===== src/rtl/branch_pred_ctrl.sv =====
// Fetch-stage-2 branch predictor: 2-bit counter PHT plus an in-order queue of in-flight branches.
// Define BPRED_GSHARE_EN to XOR a global history register into the PHT index (default: bimodal).
module branch_pred_ctrl #(
  parameter int PHT_IDX_W = 6,
  parameter int Q_DEPTH   = 4,
  parameter int Q_PTR_W   = 2
) (
  input  logic               clk,
  input  logic               rst,
  input  logic [31:0]        pcF2,
  input  logic               branchF2,
  input  logic               jumpF2,
  input  logic               stallF2,
  input  logic               resolve_valid,
  input  logic               resolve_taken,
  output logic               pred_takenF2,
  output logic               stall_reqF2,
  output logic               mispredict,
  output logic [Q_PTR_W:0]   q_count
);

  localparam int PHT_SIZE = 1 << PHT_IDX_W;
  localparam logic [Q_PTR_W:0] FULL_CNT = (Q_PTR_W + 1)'(Q_DEPTH);

  typedef struct packed {
    logic [PHT_IDX_W-1:0] idx;
    logic                 pred;
  } q_entry_t;

  logic [1:0]           pht_q   [PHT_SIZE];
  logic [1:0]           pht_d   [PHT_SIZE];
  q_entry_t             q_mem_q [Q_DEPTH];
  q_entry_t             q_mem_d [Q_DEPTH];
  logic [Q_PTR_W-1:0]   wr_ptr_q, wr_ptr_d;
  logic [Q_PTR_W-1:0]   rd_ptr_q, rd_ptr_d;
  logic [Q_PTR_W:0]     count_q, count_d;
  logic                 mispredict_q, mispredict_d;

  logic [PHT_IDX_W-1:0] idx;
  logic                 full;
  logic                 enq;
  logic                 deq;
  logic                 mis;
  q_entry_t             head;
  logic                 unused_pc_bits;

`ifdef BPRED_GSHARE_EN
  logic [PHT_IDX_W-1:0] ghr_q, ghr_d;
`endif

  assign unused_pc_bits = ^{pcF2[31:PHT_IDX_W+2], pcF2[1:0]};

  always_comb begin
`ifdef BPRED_GSHARE_EN
    idx = pcF2[PHT_IDX_W+1:2] ^ ghr_q;
`else
    idx = pcF2[PHT_IDX_W+1:2];
`endif
    // Full is judged on the registered count, so a same-cycle pop never frees a slot.
    full         = (count_q == FULL_CNT);
    pred_takenF2 = jumpF2 | (branchF2 & pht_q[idx][1]);
    stall_reqF2  = branchF2 & full;
    enq          = branchF2 & ~stallF2 & ~full;
    deq          = resolve_valid & (count_q != '0);
    head         = q_mem_q[rd_ptr_q];
    mis          = deq & (head.pred != resolve_taken);
  end

  always_comb begin
    pht_d        = pht_q;
    q_mem_d      = q_mem_q;
    wr_ptr_d     = wr_ptr_q;
    rd_ptr_d     = rd_ptr_q;
    count_d      = count_q;
    mispredict_d = mis;
`ifdef BPRED_GSHARE_EN
    ghr_d        = ghr_q;
`endif

    if (deq) begin
      if (resolve_taken) begin
        if (pht_q[head.idx] != 2'b11) pht_d[head.idx] = pht_q[head.idx] + 2'b01;
      end else begin
        if (pht_q[head.idx] != 2'b00) pht_d[head.idx] = pht_q[head.idx] - 2'b01;
      end
`ifdef BPRED_GSHARE_EN
      ghr_d = {ghr_q[PHT_IDX_W-2:0], resolve_taken};
`endif
    end

    // A mispredict squashes every younger entry, including one arriving this cycle.
    if (mis) begin
      wr_ptr_d = '0;
      rd_ptr_d = '0;
      count_d  = '0;
    end else begin
      if (enq) begin
        q_mem_d[wr_ptr_q].idx  = idx;
        q_mem_d[wr_ptr_q].pred = pht_q[idx][1];
        wr_ptr_d = wr_ptr_q + (Q_PTR_W)'(1);
      end
      if (deq) rd_ptr_d = rd_ptr_q + (Q_PTR_W)'(1);
      count_d = count_q + {{Q_PTR_W{1'b0}}, enq} - {{Q_PTR_W{1'b0}}, deq};
    end
  end

  always_ff @(posedge clk or posedge rst) begin
    if (rst) begin
      for (int i = 0; i < PHT_SIZE; i++) pht_q[i] <= 2'b01;
      for (int i = 0; i < Q_DEPTH; i++) q_mem_q[i] <= '0;
      wr_ptr_q     <= '0;
      rd_ptr_q     <= '0;
      count_q      <= '0;
      mispredict_q <= 1'b0;
`ifdef BPRED_GSHARE_EN
      ghr_q        <= '0;
`endif
    end else begin
      pht_q        <= pht_d;
      q_mem_q      <= q_mem_d;
      wr_ptr_q     <= wr_ptr_d;
      rd_ptr_q     <= rd_ptr_d;
      count_q      <= count_d;
      mispredict_q <= mispredict_d;
`ifdef BPRED_GSHARE_EN
      ghr_q        <= ghr_d;
`endif
    end
  end

  assign mispredict = mispredict_q;
  assign q_count    = count_q;

endmodule


===== config.mk =====
export PLATFORM = sky130hd
export DESIGN_NAME = branch_pred_ctrl
export DESIGN_NICKNAME = d
export VERILOG_FILES = /design/src/rtl/branch_pred_ctrl.sv
export SDC_FILE = /design/constraint.sdc
export NUM_CORES = 1
export LEC_CHECK = 0
export CORE_ASPECT_RATIO = 2
export CORE_MARGIN = 2
export CORE_UTILIZATION = 48
export CTS_CLUSTER_DIAMETER = 30
export CTS_CLUSTER_SIZE = 10
export DETAILED_ROUTE_END_ITERATION = 8
export GPL_ROUTABILITY_DRIVEN = 0
export MAX_ROUTING_LAYER = met4
export PLACE_DENSITY = 0.66
export RECOVER_POWER = 50
export SYNTH_ARGS = -nofsm -noshare
export SYNTH_HDL_FRONTEND = slang
export SYNTH_SLANG_ARGS = --single-unit

===== constraint.sdc =====
create_clock -name clk -period 7 [get_ports clk]
set_input_delay 0.7 -clock clk [delete_from_list [all_inputs] [get_ports clk]]
set_output_delay 0.7 -clock clk [all_outputs]
set_load 0.02 [all_outputs]

==> results.json, run 1 <==
{
  "grt_max_degree": 85,
  "worstRegToRegCells": 13,
  "cts_sinks": 164,
  "drv_cap": 2,
  "setup_viol": 0,
  "synth_compound_area_share_pct": 5.06,
  "finalCriticalPeriod_ns": 5.96,
  "worstHoldStart": "q_mem_q[18]",
  "synth_largest_area_cell": "dfrtp_1",
  "crit_path_start": "rd_ptr_q[0]",
  "die-area_sq_mm": 0.0194,
  "syn_inst": 680,
  "synth_seq_cells": 164,
  "rsz0062_at_grt": "no",
  "setup_tns_ns": 0,
  "hold_viol": 0,
  "drtIter0Drc": 341,
  "cts_setup_buffers": 0,
  "synthArstFlopShare_pct": 100,
  "cp_data_required_time_ns": 7.32,
  "fin_nets": 735,
  "placed_area_sq_mm": 0.00909,
  "synthAdderAreaFrac_pct": 1.37,
  "ys_seq_area_share_pct": 47.7,
  "synth_top_family_by_area": "multiplexers",
  "critical_path.slowest_cell": "mux4_1",
  "cp-end-kind": "flip-flop",
  "rows": 70,
  "fmax_mhz": 168,
  "reg2reg_from": "rd_ptr_q[0]",
  "tritoncts": "built",
  "start_kind": "flip-flop",
  "outcome": "finished with violations",
  "antenna_found_initial": 0,
  "clockRootBuffer": "clkbuf_16",
  "synthXorXnorAreaFrac_pct": 0.499,
  "drt_wl_total_mm": 23.2,
  "fillCellCount": 1548,
  "synth_top_area_share_pct": 28.5,
  "critical_path.max_fanout": 16,
  "syn-mean-instance-area_sq_um": 12.9,
  "syn_area_sq_mm": 0.00877,
  "grt_pass1_vias": 6501,
  "hp-class": "reg -> reg",
  "cts_max_path_buffers": 2,
  "synthTopCellsByArea": "dfrtp_1 29%, mux2_2 21%, dfstp_2 19%",
  "track_usage_pct": 25.9,
  "viasPerCell": 6.44,
  "vias": 5902,
  "fin_worst_skew_ns": 0.00846,
  "yosys.area_share.simple_pct": 8.76,
  "post-route-period-util_pct": 85.1,
  "synthFlopType": "dfrtp_1",
  "port_buffers": 18,
  "synthMuxAreaShare_pct": 33.7,
  "grt_pass1_wl_mm": 36.5,
  "utilization_pct": 53.7,
  "ios": 45,
  "clk_pin_slew_ns": 0.07,
  "antenna_cells": 0,
  "worstSetupPathType": "reg -> reg",
  "dp_hpwl_mm": 16.5,
  "dieWidth_microns": 99.6,
  "cts_hold_buffers": 0,
  "slowest_delay_ns": 0.97,
  "ant_nets": 0,
  "maxSlewViolCount": 167,
  "wire_per_inst_microns": 25.3,
  "drt_pass1_iterations": 5,
  "synth_fp_nets": 728,
  "reg2reg_to": "pht_q[9]",
  "coreArea_sq_mm": 0.0181,
  "h-tree-depth": 4,
  "worst_slack_ns": 1.04,
  "fp.dieH_microns": 195,
  "area_delta_synth_final_pct": 10.9,
  "overflow": 0,
  "post_cts_resized": 0,
  "design_area_sq_mm": 0.00973,
  "crit_chain": "clkbuf_1 > mux4_1 > and3b_1 > nand2_1 > o22ai_1 > a31oi_1 > and4b_1 > ha_1 > a211oi_1 > and2_1 > nand3_1 > nor2_1 > mux2_2",
  "slew-limit-headroom_pct": -135,
  "synth_warnings": 0,
  "rrSetupSlack_ns": 1.04,
  "synth_edf_count": 0,
  "max_slew.worst_pin.slew_ns": 3.50,
  "crit_arrival_ns": 6.28,
  "drive_above_1_share_pct": 44.1,
  "synth.distinct_cells": 67,
  "drc": 0,
  "cts_buffers": 17,
  "violations": "max-capacitance violations, max-slew violations",
  "endpoint": "pht_q[9]",
  "clk_latency_ns": 0.44,
  "place_ws_ns": 1.51,
  "start_util_pct": 48.4
}
[how the worst min path moves through the flow]
stage                     slack [ns]          end  cells after the start
after detailed placement        0.49  q_mem_q[18]                      1
final                           0.50  q_mem_q[18]                      1
after CTS                       0.50  q_mem_q[18]                      1
after floorplan                 0.47  q_mem_q[18]                      1
after global placement          0.48   q_mem_q[2]                      1
after global routing            0.51  q_mem_q[18]                      1
[synth_stat cells (all sizes together), types with 4 or more instances]
library cell and number:
a211oi 4, mux2 163, ha 8, nand2 54, o22ai 10, o21ai 6, nor2 54, nor3 7
nor3b 4, mux4 31, inv 9, a21oi 6, dfstp 64, clkbuf 18, nand3 6, mux2i 42
nand3b 4, nor2b 6, buf 22, dfrtp 100, a22oi 6
[per-stage QoR]
step / cells / hold WS (ns)
after floorplan: 680 / 0.470
after global routing: 916 / 0.514
after CTS: 916 / 0.502
after detailed placement: 884 / 0.486
after global placement: 884 / 0.482
final: 916 / 0.504
[per-layer routing]
metal	GRT usage, %	share of wire, %
met1	25.1	34
met4	18.5	7.4
met5	-	0
met2	45.8	55
met3	3.97	3.8
[area by class of cell]
type,count,area [sq um],share of cell area [%]
clock inverters,13,205,2.11
inverters,9,35.0,0.360
clock buffers,19,443,4.55
well taps,216,270,2.78
repair buffers,28,249,2.56
multi-input cells,467,4340,44.6
flip-flops and latches,164,4180,43.0
[cell families (layout without fill, tap and decap cells)]
family | count (synthesis) | after routing
AO/OA/AOI/OAI | 59 | 59
XOR/XNOR | 5 | 5
adder cells (fa/ha/maj) | 9 | 9
buffers and inverters | 49 | 69
flip-flops | 164 | 164
multiplexers | 236 | 236
AND/OR/NAND/NOR | 158 | 158
[registers in the layout, summed over array words and instances, names as in the netlist]
register and flops:
rd_ptr_q 2, q_count 3, pht_q 128, wr_ptr_q 2, q_mem_q 28, mispredict 1
[cell usage in the layout (no fill, tap or decap), drive strengths merged, types with 5 or more instances in the layout]
master         instances
clkbuf                21
nor2                  54
ha                     8
nand3                  6
mux4                  31
clkdlybuf4s50         13
nor3                   7
dfstp                 64
dfrtp                100
bufinv                 5
clkinv                 5
inv                    9
a22oi                  6
mux2i                 42
dlygate4sd3            5
nand2                 54
o22ai                 10
buf                    8
a21oi                  6
nor2b                  6
o21ai                  6
mux2                 163
[worst max-delay path, delay by kind of cell, from the launching register on]
family | cells | cell delay (ns)
multiplexers | 2 | 1.34
flip-flops | 1 | 0.53
adder cells (fa/ha/maj) | 1 | 0.19
AND/OR/NAND/NOR | 6 | 2.03
buffers and inverters | 1 | 0.44
AO/OA/AOI/OAI | 3 | 1.29
Power of run 1 is not shown: default switching activity piles up to over one toggle a cycle in this logic, so the estimate is an artifact.
==> run 2, diff against run 1 <==
HOLD_SLACK_MARGIN = 0.03   (was unset)
==> results of run 2 <==
No change in the layout: final DEF, timing and power equal those of run 1.
Power of run 2 is left out for the same reason.
